--- config.mk ---
export PLATFORM = sky130hd
export DESIGN_NAME = led_panel_rx_capture
export DESIGN_NICKNAME = d
export VERILOG_FILES = /design/src/rtl/led_display_pkg.sv /design/src/rtl/led_panel_rx_sync.sv /design/src/rtl/led_panel_rx_capture.sv
export SDC_FILE = /design/constraint.sdc
export NUM_CORES = 1
export LEC_CHECK = 0
export BUFFER_PORTS_ARGS = -buffer_cell sky130_fd_sc_hd__buf_4
export CAP_MARGIN = 20
export CORE_UTILIZATION = 30
export DETAILED_ROUTE_END_ITERATION = 6
export HOLD_SLACK_MARGIN = 0.02
export PLACE_DENSITY = 0.45
export SLEW_MARGIN = 40
export SYNTH_ARGS = -nofsm -noshare
export SYNTH_HDL_FRONTEND = slang
export SYNTH_SLANG_ARGS = --single-unit
--- constraint.sdc ---
create_clock -name clk_in -period 5.64 [get_ports clk_in]
set_clock_uncertainty 0.05 [all_clocks]
set_input_delay 1.128 -clock clk_in [delete_from_list [all_inputs] [get_ports clk_in]]
set_output_delay 1.128 -clock clk_in [all_outputs]
set_load 0.005 [all_outputs]
--- src/rtl/led_display_pkg.sv ---
// Shared types and CRC helper for the HUB75 panel-side capture path.
// The CRC helper is used only when LED_RX_FRAME_CRC_EN is defined.
package led_display_pkg;

  typedef struct packed {
    logic r;
    logic g;
    logic b;
  } rgb_t;

  typedef struct packed {
    rgb_t top;
    rgb_t bot;
  } pixel_pair_t;

  typedef enum logic {RX_IDLE, RX_DRAIN} rx_state_t;

  localparam logic [15:0] CRC16_POLY = 16'h1021;
  localparam logic [15:0] CRC16_INIT = 16'hFFFF;

  // CRC-16-CCITT over one byte, MSB first
  function automatic logic [15:0] crc16_byte(input logic [15:0] crc, input logic [7:0] data);
    logic [15:0] c;
    logic        fb;
    c = crc;
    for (int i = 7; i >= 0; i--) begin
      fb = c[15] ^ data[i];
      c  = {c[14:0], 1'b0} ^ (fb ? CRC16_POLY : 16'h0000);
    end
    return c;
  endfunction

endpackage

--- src/rtl/led_panel_rx_sync.sv ---
// Multi-flop synchroniser for one panel pin with a registered rising-edge strobe.
module led_panel_rx_sync #(
  parameter int STAGES = 2
) (
  input  logic clk_in,
  input  logic n_reset_in,
  input  logic d_in,
  output logic rise_out
);

  logic [STAGES-1:0] r_sync;
  logic              r_prev;
  logic              r_rise;

  always_ff @(posedge clk_in or negedge n_reset_in) begin
    if (!n_reset_in) begin
      r_sync <= '0;
      r_prev <= 1'b0;
      r_rise <= 1'b0;
    end else begin
      r_sync <= {r_sync[STAGES-2:0], d_in};
      r_prev <= r_sync[STAGES-1];
      r_rise <= r_sync[STAGES-1] & ~r_prev;
    end
  end

  assign rise_out = r_rise;

endmodule

--- src/rtl/led_panel_rx_capture.sv ---
// HUB75 panel-side receiver: rebuilds each row from the panel pins and drains it to a
// frame-buffer write port. Optional frame CRC is built when LED_RX_FRAME_CRC_EN is defined.
module led_panel_rx_capture
  import led_display_pkg::*;
#(
  parameter int  NUM_ROW_PIXELS = 32,
  parameter int  NUM_COL_PIXELS = 64,
  parameter int  SYNC_STAGES    = 2,
  localparam int RA             = $clog2(NUM_ROW_PIXELS / 2),
  localparam int CA             = $clog2(NUM_COL_PIXELS)
) (
  input  logic          clk_in,
  input  logic          n_reset_in,
  input  logic          bclk_in,
  input  logic [2:0]    rgb0_in,
  input  logic [2:0]    rgb1_in,
  input  logic          latch_in,
  input  logic [RA-1:0] addr_in,
  input  logic          err_clr_in,
  output logic          wr_en_out,
  output logic [RA+CA-1:0] wr_addr_out,
  output logic [5:0]    wr_data_out,
  output logic          frame_done_out,
  output logic [15:0]   frame_cnt_out,
  output logic          bit_cnt_err_out,
  output logic          overrun_err_out,
  output logic [15:0]   frame_crc_out
);

  localparam int            SW      = 6 * NUM_COL_PIXELS;
  localparam int            CW      = $clog2(2 * NUM_COL_PIXELS);
  localparam logic [CW-1:0] CNT_MAX = CW'(2 * NUM_COL_PIXELS - 1);

  logic            w_bclk_rise;
  logic            w_latch_rise;
  logic [RA+5:0]   r_dsync [SYNC_STAGES+1];
  pixel_pair_t     w_pix;
  logic [RA-1:0]   w_addr;
  logic [SW-1:0]   r_shift, r_hold, w_shift_next;
  logic [CW-1:0]   r_bit_cnt, w_cnt_next;
  logic            r_armed;
  rx_state_t       r_state, w_state_next;
  logic [RA-1:0]   r_row;
  logic [CA-1:0]   r_col;
  logic            w_col_last, w_accept, w_overrun, w_cnt_bad, w_last_write;
  logic            r_bit_err, r_ovr_err, r_frame_done;
  logic [15:0]     r_frame_cnt;

  led_panel_rx_sync #(.STAGES(SYNC_STAGES)) u_bclk_sync (
    .clk_in(clk_in), .n_reset_in(n_reset_in), .d_in(bclk_in), .rise_out(w_bclk_rise)
  );

  led_panel_rx_sync #(.STAGES(SYNC_STAGES)) u_latch_sync (
    .clk_in(clk_in), .n_reset_in(n_reset_in), .d_in(latch_in), .rise_out(w_latch_rise)
  );

  // One extra stage beyond the synchroniser lines data up with the registered strobes
  always_ff @(posedge clk_in or negedge n_reset_in) begin
    if (!n_reset_in) begin
      for (int i = 0; i <= SYNC_STAGES; i++) r_dsync[i] <= '0;
    end else begin
      r_dsync[0] <= {rgb0_in, rgb1_in, addr_in};
      for (int i = 1; i <= SYNC_STAGES; i++) r_dsync[i] <= r_dsync[i-1];
    end
  end

  assign w_pix  = pixel_pair_t'(r_dsync[SYNC_STAGES][RA +: 6]);
  assign w_addr = r_dsync[SYNC_STAGES][RA-1:0];

  // A same-cycle bclk edge is folded in before the latch looks at shift reg and count
  assign w_shift_next = w_bclk_rise ? {r_shift[SW-7:0], w_pix} : r_shift;
  assign w_cnt_next   = (w_bclk_rise && r_bit_cnt != CNT_MAX) ? r_bit_cnt + 1'b1 : r_bit_cnt;
  assign w_accept     = w_latch_rise & r_armed & (r_state == RX_IDLE);
  assign w_overrun    = w_latch_rise & r_armed & (r_state == RX_DRAIN);
  assign w_cnt_bad    = w_latch_rise & r_armed & (w_cnt_next != CW'(NUM_COL_PIXELS));
  assign w_col_last   = (r_col == CA'(NUM_COL_PIXELS - 1));
  assign w_last_write = wr_en_out & w_col_last & (r_row == RA'(NUM_ROW_PIXELS / 2 - 1));

  always_ff @(posedge clk_in or negedge n_reset_in) begin
    if (!n_reset_in) r_state <= RX_IDLE;
    else             r_state <= w_state_next;
  end

  always_comb begin
    w_state_next = r_state;
    wr_en_out    = 1'b0;
    wr_addr_out  = '0;
    wr_data_out  = '0;
    case (r_state)
      RX_IDLE:  if (w_accept) w_state_next = RX_DRAIN;
      RX_DRAIN: begin
        wr_en_out   = 1'b1;
        wr_addr_out = {r_row, r_col};
        wr_data_out = r_hold[6*r_col +: 6];
        if (w_col_last) w_state_next = RX_IDLE;
      end
      default:  w_state_next = RX_IDLE;
    endcase
  end

  always_ff @(posedge clk_in or negedge n_reset_in) begin
    if (!n_reset_in) begin
      r_shift      <= '0;
      r_hold       <= '0;
      r_bit_cnt    <= '0;
      r_armed      <= 1'b0;
      r_row        <= '0;
      r_col        <= '0;
      r_bit_err    <= 1'b0;
      r_ovr_err    <= 1'b0;
      r_frame_done <= 1'b0;
      r_frame_cnt  <= '0;
    end else begin
      r_shift   <= w_shift_next;
      r_bit_cnt <= w_latch_rise ? '0 : w_cnt_next;
      if (w_latch_rise) r_armed <= 1'b1;
      if (w_accept) begin
        r_hold <= w_shift_next;
        r_row  <= w_addr;
      end
      if (wr_en_out) r_col <= w_col_last ? '0 : r_col + 1'b1;
      r_bit_err    <= w_cnt_bad | (r_bit_err & ~err_clr_in);
      r_ovr_err    <= w_overrun | (r_ovr_err & ~err_clr_in);
      r_frame_done <= w_last_write;
      if (w_last_write) r_frame_cnt <= r_frame_cnt + 16'd1;
    end
  end

  assign frame_done_out  = r_frame_done;
  assign frame_cnt_out   = r_frame_cnt;
  assign bit_cnt_err_out = r_bit_err;
  assign overrun_err_out = r_ovr_err;

`ifdef LED_RX_FRAME_CRC_EN
  logic [15:0] r_crc, r_frame_crc, w_crc_next;

  assign w_crc_next = crc16_byte(r_crc, {2'b00, wr_data_out});

  // frame_crc_out becomes valid together with the frame_done_out pulse
  always_ff @(posedge clk_in or negedge n_reset_in) begin
    if (!n_reset_in) begin
      r_crc       <= CRC16_INIT;
      r_frame_crc <= '0;
    end else if (wr_en_out) begin
      r_crc <= w_last_write ? CRC16_INIT : w_crc_next;
      if (w_last_write) r_frame_crc <= w_crc_next;
    end
  end

  assign frame_crc_out = r_frame_crc;
`else
  assign frame_crc_out = '0;
`endif

endmodule

# Yosys cells after proc, flatten, opt, wreduce, memory -nomap -nowiden
# Index checks and enable logic that the tools add are counted.
# word_totals
reg_bits	844
in_bits	15
out_inout_bits	52
# op_classes
n_addsub	3
multipliers	1
eq_ne	4
shift	1
n_mux	10
bitwise	16
reduce_logical	1
# ops
op	count
$mux W384	1
$shiftx A384 B10 Y6	1
$add A16 B1 Y16 const B	1
$mux W7	2
$ne A7 B7 Y1 const B	2
$mux W6	2
$and A1 B1 Y1	10
$mux W10	1
$mul A2 B6 Y8 const A	1
$add A7 B1 Y7 const B	1
$add A6 B1 Y6 const B	1
$eq A6 B6 Y1 const B	1
$eq A4 B4 Y1 const B	1
$not A1 Y1	4
$mux W1	3
$or A1 B1 Y1	2
$pmux W1 S2	1
$logic_and A1 B1 Y1	1

# Logic depth before layout (Yosys ltp)
# Gate-level depths: netlist (run 1).
# depth
word_depth	6
ltp_mapped	9

# Cells and area by module
# A second synthesis (run 1) with hierarchy kept.
# hier_totals
cells_unflattened	2141
area_unflattened_um2	34441.8
# modules_own_cells
module	instances	cells_each	area_per_inst_um2	seq_area_each_um2
led_panel_rx_capture	1	2131	34214.1	20920.1
led_panel_rx_sync	2	5	113.9	100.1

# Worst setup path before layout (run 1)
# No wires, ideal clock.
# synth_path
path_type	flip-flop to output port
from	reg r_col[0]
to	out wr_data_out[5]
arrival_time_ns	1.911
required_ns	4.462
slack_ns	2.551
stages_incl_launch_ff	8
path_buffers	3
path_cell_list	dfrtp_1 buf_6 buf_6 buf_2 mux4_2 a22oi_1 nand2_1 a31o_2
# synth_between
elab_chain_cells	3
# synth_lines
item	line	source
start, declared	led_panel_rx_capture.sv:44	logic [CA-1:0] r_col;
start signal, assigned	led_panel_rx_capture.sv:121	if (wr_en_out) r_col <= w_col_last ? '0 : r_col + 1'b1;
$mul A2 B6 Y8	led_panel_rx_capture.sv:94	wr_data_out = r_hold[6*r_col +: 6];
$shiftx A384 B10 Y6	led_panel_rx_capture.sv:94	
$mux W6	led_panel_rx_capture.sv:89	case (r_state)
end, declared	led_panel_rx_capture.sv:22	output logic [5:0] wr_data_out,
# No other way between the ends.

# Worst setup path in the final report (run 1)
# layout_path
from	reg r_col[0]
to	out wr_data_out[4]
# Same word-level chain as after synthesis.

==> results of run 1 <==
flip-flops by register name, indices dropped and copies added (netlist names), 2 cells and up:
register	cells
frame_cnt_out	16
r_bit_cnt	7
r_col	6
r_dsync	30
r_hold	384
r_row	4
r_shift	384
u_bclk_sync.r_sync	2
u_latch_sync.r_sync	2
per-stage QoR:
step / area, um2 / utilization (%) / hold slack [ns] / total power, mW / std cells
final: 39700 / 35.1 / 0.287 / 16.6 / 3775
after global placement: 36300 / 32.1 / 0.282 / 10.4 / 3593
after global routing: 39700 / 35.1 / 0.290 / 17.5 / 3775
after detailed placement: 36400 / 32.2 / 0.285 / 10.5 / 3595
after CTS: 39700 / 35.1 / 0.290 / 17.0 / 3771
after floorplan: 34400 / - / 0.281 / 9.19 / 2155
placed cells by master, fill, tap and decap left out, types with 4 or more instances in the layout:
cell type	instances
sky130_fd_sc_hd__dfrtp_1	839
sky130_fd_sc_hd__mux2_2	779
sky130_fd_sc_hd__clkbuf_16	98
sky130_fd_sc_hd__mux2i_1	69
sky130_fd_sc_hd__buf_4	63
sky130_fd_sc_hd__mux4_2	53
sky130_fd_sc_hd__nand2_1	32
sky130_fd_sc_hd__clkinv_2	22
sky130_fd_sc_hd__a22oi_1	21
sky130_fd_sc_hd__buf_12	20
sky130_fd_sc_hd__clkbuf_1	19
sky130_fd_sc_hd__nand3_1	18
sky130_fd_sc_hd__clkbuf_8	18
sky130_fd_sc_hd__o21ai_0	16
sky130_fd_sc_hd__conb_1	16
sky130_fd_sc_hd__nor2_1	15
sky130_fd_sc_hd__a21oi_1	15
sky130_fd_sc_hd__xnor2_1	14
sky130_fd_sc_hd__o221ai_1	11
sky130_fd_sc_hd__and2_1	10
sky130_fd_sc_hd__bufinv_16	9
sky130_fd_sc_hd__a211oi_1	8
sky130_fd_sc_hd__mux4_1	8
sky130_fd_sc_hd__o22ai_1	7
sky130_fd_sc_hd__a31oi_1	7
sky130_fd_sc_hd__nand4_1	7
sky130_fd_sc_hd__inv_1	6
sky130_fd_sc_hd__xor2_1	6
sky130_fd_sc_hd__nor2b_1	4
sky130_fd_sc_hd__mux4_4	4
sky130_fd_sc_hd__a31o_1	4
sky130_fd_sc_hd__and4_1	4
sky130_fd_sc_hd__inv_6	4
power breakdown:
group	internal, mW	switching [mW]
logic	1.46	1.67
registers	6.66	0.488
clock network	3.84	2.51
worst max-delay path, stage by stage, from the launching register on:
cell and delay (ns):
sky130_fd_sc_hd__dfrtp_4 0.85, sky130_fd_sc_hd__buf_12 0.38, sky130_fd_sc_hd__mux4_2 0.56, sky130_fd_sc_hd__a22o_1 0.24
sky130_fd_sc_hd__a211oi_1 0.31, sky130_fd_sc_hd__a41oi_1 0.08, sky130_fd_sc_hd__a22o_1 0.36, sky130_fd_sc_hd__buf_4 0.19
per-layer routing:
layer / up-vias / GRT usage [%] / share of wire (%)
met4: 0 / 3.72 / 2.0
met3: 101 / 2.27 / 3.5
met2: 214 / 20.0 / 47
met1: 9388 / 17.6 / 47
met5: - / 0 / 0
li1: 7894 / - / -
path summary, 6_finish.rpt:
path / to / slack (ns) / depth (start not counted)
min in group asynchronous: r_hold[340]$_DFFE_PN0P_ / 0.34 / 1
max in group asynchronous: r_hold[119]$_DFFE_PN0P_ / 3.78 / 4
worst max register to register: frame_cnt_out[12]$_DFFE_PN0P_ / 2.87 / 7
worst min-delay path: r_dsync[5]$_DFF_PN0_ / 0.29 / 0
worst min register to register: r_dsync[5]$_DFF_PN0_ / 0.29 / 0
worst max-delay path: wr_data_out[4] / 0.78 / 7
area by class of cell:
type                            count  share of cell area [%]
Timing Repair Buffer               86                    2.37
Tap cell                         1500                    4.72
Multi-Input combinational cell   1162                    31.5
Clock buffer                      135                    6.97
Sequential cell                   844                    53.2
Inverter                            7                  0.0661
Clock inverter                     41                    1.22
Yosys cell counts (2+ instances only):
cell | count | area share (%)
sky130_fd_sc_hd__buf_2 | 59 | 0.86
sky130_fd_sc_hd__a21oi_1 | 15 | 0.22
sky130_fd_sc_hd__buf_6 | 8 | 0.26
sky130_fd_sc_hd__nand4_1 | 7 | 0.13
sky130_fd_sc_hd__nand2_1 | 32 | 0.35
sky130_fd_sc_hd__mux4_1 | 8 | 0.61
sky130_fd_sc_hd__mux4_4 | 4 | 0.29
sky130_fd_sc_hd__buf_1 | 9 | 0.098
sky130_fd_sc_hd__mux2_2 | 779 | 26
sky130_fd_sc_hd__xnor2_1 | 14 | 0.36
sky130_fd_sc_hd__dfrtp_1 | 844 | 61
sky130_fd_sc_hd__and4_1 | 4 | 0.10
sky130_fd_sc_hd__a211oi_1 | 8 | 0.17
sky130_fd_sc_hd__o221ai_1 | 11 | 0.28
sky130_fd_sc_hd__a22oi_1 | 21 | 0.46
sky130_fd_sc_hd__nor2_1 | 17 | 0.19
sky130_fd_sc_hd__and2_1 | 10 | 0.18
sky130_fd_sc_hd__o22ai_1 | 7 | 0.13
sky130_fd_sc_hd__and3_1 | 3 | 0.055
sky130_fd_sc_hd__mux2i_1 | 69 | 2.0
sky130_fd_sc_hd__xor2_1 | 6 | 0.15
sky130_fd_sc_hd__clkbuf_8 | 3 | 0.12
sky130_fd_sc_hd__clkbuf_1 | 37 | 0.40
sky130_fd_sc_hd__mux4_2 | 53 | 3.5
sky130_fd_sc_hd__a31oi_1 | 7 | 0.13
sky130_fd_sc_hd__inv_1 | 6 | 0.065
sky130_fd_sc_hd__a31o_1 | 4 | 0.10
sky130_fd_sc_hd__o21ai_0 | 16 | 0.23
sky130_fd_sc_hd__buf_4 | 23 | 0.50
sky130_fd_sc_hd__nor2b_1 | 7 | 0.13
sky130_fd_sc_hd__or2_2 | 2 | 0.036
sky130_fd_sc_hd__ha_1 | 3 | 0.11
sky130_fd_sc_hd__a2111oi_0 | 2 | 0.051
sky130_fd_sc_hd__nor3_1 | 3 | 0.044
sky130_fd_sc_hd__nand3_1 | 18 | 0.26
sky130_fd_sc_hd__a22o_1 | 2 | 0.051
cell families (layout without fill, tap and decap cells):
group	after synthesis	in the layout	synth area share (%)
AO/OA/AOI/OAI	102	102	2.07
other	1	16	0.0109
flip-flops	844	844	61.4
adder cells (fa/ha/maj)	3	3	0.109
AND/OR/NAND/NOR	108	108	1.58
multiplexers	913	913	31.9
buffers and inverters	149	269	2.42
XOR/XNOR	20	20	0.509
==> results.md, run 1 <==
- The first-iteration detailed-routing DRC count is 729.
- The element type at the critical path end is an output pin.
- The count of endpoints failing hold in the final timing report is 0.
- In this run the count of I/O pins placed on the die edge is 67.
- The measured slew at the worst slew-check pin is 0.817 ns.
- The tool flagged a number of max-cap violations equal to 0.
- The number of enable-type register cells in the synthesized netlist is 0.
- The overall die width is 341 um.
- From bottom edge to top edge, the die measures 341 um.
- The maximum number of pins on one net before global-route repair is 135.
- The gate count after technology mapping is 2140.
- The critical path startpoint is r_col[0]$_DFFE_PN0P_.
- The cell leakage power is 19.2 nW.
- The critical hold path startpoint is r_dsync[15]$_DFF_PN0_.
- The CTS clock-pin slew for the worst setup and hold paths is 0.06 ns.
- In this run the number of H-tree levels came out at 3.
- For the worst setup path, the data arrival time is 3.68 ns.
- The storage element area is 0.0211 mm2.
- The CTS tree is done.
- In this run the post-CTS setup repair buffer count came out at 0.
- The final-layout setup total negative slack is 0 ns.
- The number of rows in the core area is 123.
- Once detailed placement completed, the half-perimeter wirelength came to 43200 um.
- The tree is rooted in a sky130_fd_sc_hd__clkbuf_16.
- The residual overflow from global routing is 0.
- The number of buffers inserted during clock tree synthesis is 97.
- The startpoint type of the worst setup path is a flop.
- The final layout contains routed wiring with a total length of 71200 um.
- The worst path in the final design needs a cycle of 4.86 ns, including I/O delays and setup.
- The number of nets still failing antenna checks after routing is 0.
- The largest buffer count on any clock path is 3.
- The worst path meets setup with 0.783 ns of slack.
- The most used flip-flop cell after synthesis is sky130_fd_sc_hd__dfrtp_1.
- The pre-CTS setup slack is 1.41 ns.
- The repair_antennas step left the layout with diodes totalling 0.
- Setup repair after global routing left no endpoint under its margin.
- In this run the worst path has a maximum fanout of 38.
- The count of final max-slew check failures came to 0.
- For this block, the via count after detailed routing is 17600.
- The die covers 0.116 mm2.
- The layout filler cell count is 10800.
- Of all flip-flops after synthesis, the portion carrying an async set or reset was 100%.
- The initial antenna violation count is 3.
- By startpoint and endpoint, the worst setup path is classified as reg -> out.
- The yosys synthesis warning count is 0.
- In this run the critical register-to-register path is launched from r_col[0]$_DFFE_PN0P_.
- The first global-routing pass estimated 116000 um of wire.
- The via count of the first global-routing pass came to 19500.
- The maximum clock frequency is 206 MHz.
- The worst-case headroom to the max-slew limit is 45.6%.
- The required arrival time at the worst endpoint is 4.46 ns.
- For this run, the post-layout net count is 2216.
- The number of vias per cell after detailed routing is 4.66.
- The flow ran to the end, and the final reports show no timing, DRC or antenna violations.
- The path class of the tightest hold or removal check is reg -> reg.
- Port buffering added 50 buffers.
- After synthesis, the netlist uses 55 different library cells.
- Averaged over all synthesized cells, the footprint is 16.1 um2.
- The number of clock sinks is 844.
- The hold buffer count at CTS is 0.
- The ratio of cells with drive above 1 in the final layout is 48.1%.
- The worst-case IR drop observed on VDD is 0.244 mV.
- Routability-driven placement finished with a final weighted congestion of 0.686.
- The post-synthesis to final-layout area growth is 15.6%.
- Setup violations remaining at the end of the flow were counted as 0.
- The initial core utilization is 30.4%.
- Clock latency on the worst-skew pair, taken at its later pin, is 0.65 ns.
- In this run the power density over the cells is 418 mW/mm2.
- In the final layout, the multi-input gates occupy 0.0125 mm2.
- The DRC violations left is 0.
- After floorplanning, the core was sized to cover 0.113 mm2.
- The sequential cell area fraction in the yosys report is 61.4%.
- The number of detailed-route iterations in the first pass is 5.
- The total of cells resized after clock tree synthesis is 0.
- The netlist area before placement is 0.0344 mm2.
- The routed length per placed instance is 18.9 um.
- The synthesized design contains 844 register bits.
- After layout, the worst path uses 86.1% of the clock period.
- The global-route usage over all layers is 12.6%.
Note: power is estimated with default switching activity, not from simulation.
==> inputs of run 2 (changes only) <==
--- a/config.mk
+++ b/config.mk
@@ -5,6 +5,7 @@
 export SDC_FILE = /design/constraint.sdc
 export NUM_CORES = 1
 export LEC_CHECK = 0
+export ABC_AREA = 1
 export BUFFER_PORTS_ARGS = -buffer_cell sky130_fd_sc_hd__buf_4
 export CAP_MARGIN = 20
 export CORE_UTILIZATION = 30
==> run 2 against run 1 <==
  * Clock power shrank 5.4%
  * Via count increased by 47%
  * Highest routed layer is now met5
  * Synthesized area grew 3.8%
  * Largest cell class unchanged
==> results.md, run 2 <==
- The maximum ir drop on the vdd rail is 0.307 mV.
- The clock drives 844 sinks.
- The top cell type by area accounts for 59.2% of the synthesized area.
- Max-cap violations in this run came to 0.
- The synthesized-area fraction occupied by and/or/nand/nor cells is 20.0%.
- After synthesis, the most frequently instantiated cells are sky130_fd_sc_hd__nand2_1 (1470), sky130_fd_sc_hd__dfrtp_1 (844), sky130_fd_sc_hd__o21ai_0 (653), sky130_fd_sc_hd__inv_1 (550), sky130_fd_sc_hd__nand3_1 (242).
- The worst-case headroom to the max-slew limit is 45.0%.
- The core region is 0.118 mm2.
- The clock root buffer master is sky130_fd_sc_hd__clkbuf_16.
- The via total after detailed routing is 25800.
- Of the post-synthesis cell area, the part taken by muxes is 0%.
- The maximum clock frequency is 216 MHz.
- The startpoint type of the worst setup path is a flop.
- In the final routed layout, each cell accounts on average for 15.5 um.
- The first-iteration detailed-routing DRC count is 1676.
- The die covers 0.120 mm2.
- The startpoint identified for the worst register-to-register timing path is r_col[4]$_DFFE_PN0P_.
- After synthesis, the cell types taking the most area are sky130_fd_sc_hd__dfrtp_1 (59%), sky130_fd_sc_hd__nand2_1 (15%), sky130_fd_sc_hd__o21ai_0 (9.2%).
- The ratio of cells with drive above 1 in the final layout is 6.37%.
- TritonCTS built the clock tree.
- The depth of the worst register-to-register path is 10.
- The die is 347 um wide.
- The via count of the first global-routing pass is 26100.
- The worst min-delay path class is in -> async.
- The post-synthesis to final-layout area growth is 13.5%.
- The residual overflow from global routing is 0.
- Post-CTS repair changed the size of 0 cells.
- The maximum number of pins on one net before global-route repair is 191.
- 0 antenna diodes ended up in the layout.
- The initial core utilization is 30.3%.
- The signal on the critical path passes through inv_4, buf_4, nand3_1, nand2_1, nand2_1, nand2_1, inv_1, nand2_1, nand2_1, nand2_1, nor2_1, nor2_1, buf_4.
- The final cycle utilization of the critical path is 82.2%.
- The sequential cell area fraction in the yosys report is 59.2%.
- The synthesized design contains 0 enable-type register cells.
- The aggregate routed wire length is 89700 um.
- The number of post-CTS setup repair buffers is 0.
- The critical path in this run is classified as reg -> out.
- The H-tree was split into 3 levels.
- In this run the remaining antenna-violating nets after routing total 0.
- The fraction of registers with async set or reset after synthesis is 100%.
- In this run the count of I/O pins placed on the die edge is 67.
- Dividing the detail-routed via count by the number of cells gives 4.46.
- For this run, the total global-route usage over all layers was measured as 15.2%.
- Among all flip-flop cells after synthesis, the most frequent one is sky130_fd_sc_hd__dfrtp_1.
- The clock latency on the worst-skew pair is 0.65 ns.
- The slowest library cell on the worst path is sky130_fd_sc_hd__dfrtp_4.
- The number of placed instances with taps included is 5620.
- Detailed placement ended at an HPWL of 50700 um.
- The synthesized design spends more area on one cell type than any other, namely sky130_fd_sc_hd__dfrtp_1.
- The number of buffers inserted during clock tree synthesis is 94.
- In this run the worst path has a maximum fanout of 34.
- Buffers placed on the I/O ports in this run total 50.
- The capture point of the worst reg-to-reg path is frame_cnt_out[11]$_DFFE_PN0P_.
- STA classifies the critical path endpoint as an output pin.
- In this design, the critical path's most frequently occurring cell is sky130_fd_sc_hd__nand2_1.
- In the layout the commonest cells are sky130_fd_sc_hd__nand2_1 (1470), sky130_fd_sc_hd__dfrtp_1 (840), sky130_fd_sc_hd__o21ai_0 (653).
- The number of detailed-route iterations in the first pass is 5.
- The netlist uses 35 different library cells.
- The post-synthesis share of cell area spent on full adders, half adders and majority gates is 0.105%.
- The yosys synthesis warning count is 0.
- The worst register-to-register path has a setup slack of 2.96 ns.
- Setup repair after global routing left no endpoint under its margin.
- Summed over all cells, the static leakage comes to 19.1 nW.
- The count of endpoints failing hold in the final timing report is 0.
- After routing, the total negative slack on setup checks comes to 0 ns.
- For this run, the share of the core covered by cells in the final layout is 34.3%.
- The largest buffer count on any clock path is 3.
- The first global-routing pass estimated 147000 um of wire.
- The count of state elements after synthesis is 844.
- The final count of negative-setup-slack endpoints is 0.
- The number of rows in the core area is 126.
- Leaving out fill and tap cells, the most frequent cell in the layout is sky130_fd_sc_hd__nand2_1.
- Clock-pin slew was measured on the worst setup and hold paths at 0.06 ns.
- The hold buffer count at CTS is 0.
- Of the total synthesized cell area, the portion taken by XOR and XNOR cells is 0.491%.
- The netlist area before placement is 0.0357 mm2.
- The flow ran to the end, and the final reports show no timing, DRC or antenna violations.
- The filler-free cell count of the finished design is 5787.
- The DRC violations left is 0.
- The cell with the most instances after synthesis is sky130_fd_sc_hd__nand2_1.
- The synthesized area per cell is 8.42 um2.
- The count of final max-slew check failures is 0.
- Power spread over the standard cell area amounts to 416 mW/mm2.
- After technology mapping, the gate count stands at 4236.
- The largest single stage delay on the critical path is 0.65 ns.
- The post-layout minimum cycle time is 4.64 ns.
- Summing the areas of all compound-gate instances in the mapped netlist gives 10.8% of the synthesized area.
- The measured slew at the worst slew-check pin is 0.826 ns.
- The height of the chip is 347 um.
- The worst hold slack is 0.296 ns.
- Data on the critical path arrives at its endpoint at 3.46 ns.
- At the worst endpoint, the required time is 4.46 ns.
- The combinational family with the most area after synthesis is simple AND/OR/NAND/NOR gates.
- Routability-driven placement finished with a final weighted congestion of 0.723.
- The initial antenna violation count was 2.
- The count of nets after finishing is 4201.
- The largest registers in the layout are r_hold x384, r_shift x384, r_dsync x30.
## run 2: through the flow
step | power [mW] | setup WS, ns | cell area, um2
2_1_floorplan | 9.27 | 3.00 | 35700
3_3_place_gp | 11.0 | 1.56 | 37400
3_5_place_dp | 11.1 | 1.66 | 37400
4_1_cts | 17.2 | 0.931 | 40400
5_1_grt | 17.9 | 0.736 | 40500
6_report | 16.9 | 1.00 | 40500
## run 2: cell families (layout without fill, tap and decap cells)
kind of cell             after synthesis  count (layout)
buffers and inverters                819             819
flip-flops                           844             844
XOR/XNOR                              20              20
other                                  1              16
AND/OR/NAND/NOR                     1795            1795
adder cells (fa/ha/maj)                3               3
AO/OA/AOI/OAI                        754             754
## run 2: layout make-up
type,instances,area [um2]
Timing Repair Buffer,100,1070
Sequential cell,844,21100
Tap cell,1536,1920
Clock inverter,33,282
Inverter,555,2110
Clock buffer,131,2710
Fill cell,12400,77400
Multi-Input combinational cell,2588,11300
## run 2: metal layers
layer | GRT usage, % | wire (um)
met1 | 21.8 | 45200
met2 | 23.9 | 39900
met3 | 2.51 | 3250
met4 | 3.24 | 1260
met5 | 0 | 13
## run 2: worst max path at each step
stage	from	to	slack, ns
final	r_col[1]$_DFFE_PN0P_	wr_data_out[5]	1.00
after global routing	r_col[1]$_DFFE_PN0P_	wr_data_out[5]	0.74
after CTS	r_col[1]$_DFFE_PN0P_	wr_data_out[5]	0.93
after detailed placement	r_col[1]$_DFFE_PN0P_	wr_data_out[5]	1.66
after global placement	r_col[0]$_DFFE_PN0P_	wr_data_out[1]	1.56
after floorplan	r_col[0]$_DFFE_PN0P_	wr_data_out[2]	3.00
## run 2: critical path: cells and delay by family, from the launching register on
family        cells  cell delay [ns]
simple gates      9             1.10
flops             1             0.65
buf+inv           4             1.02
## run 2: power breakdown
group | internal, mW | switching (mW)
logic | 1.18 | 2.96
clock network | 3.52 | 2.49
registers | 6.43 | 0.269
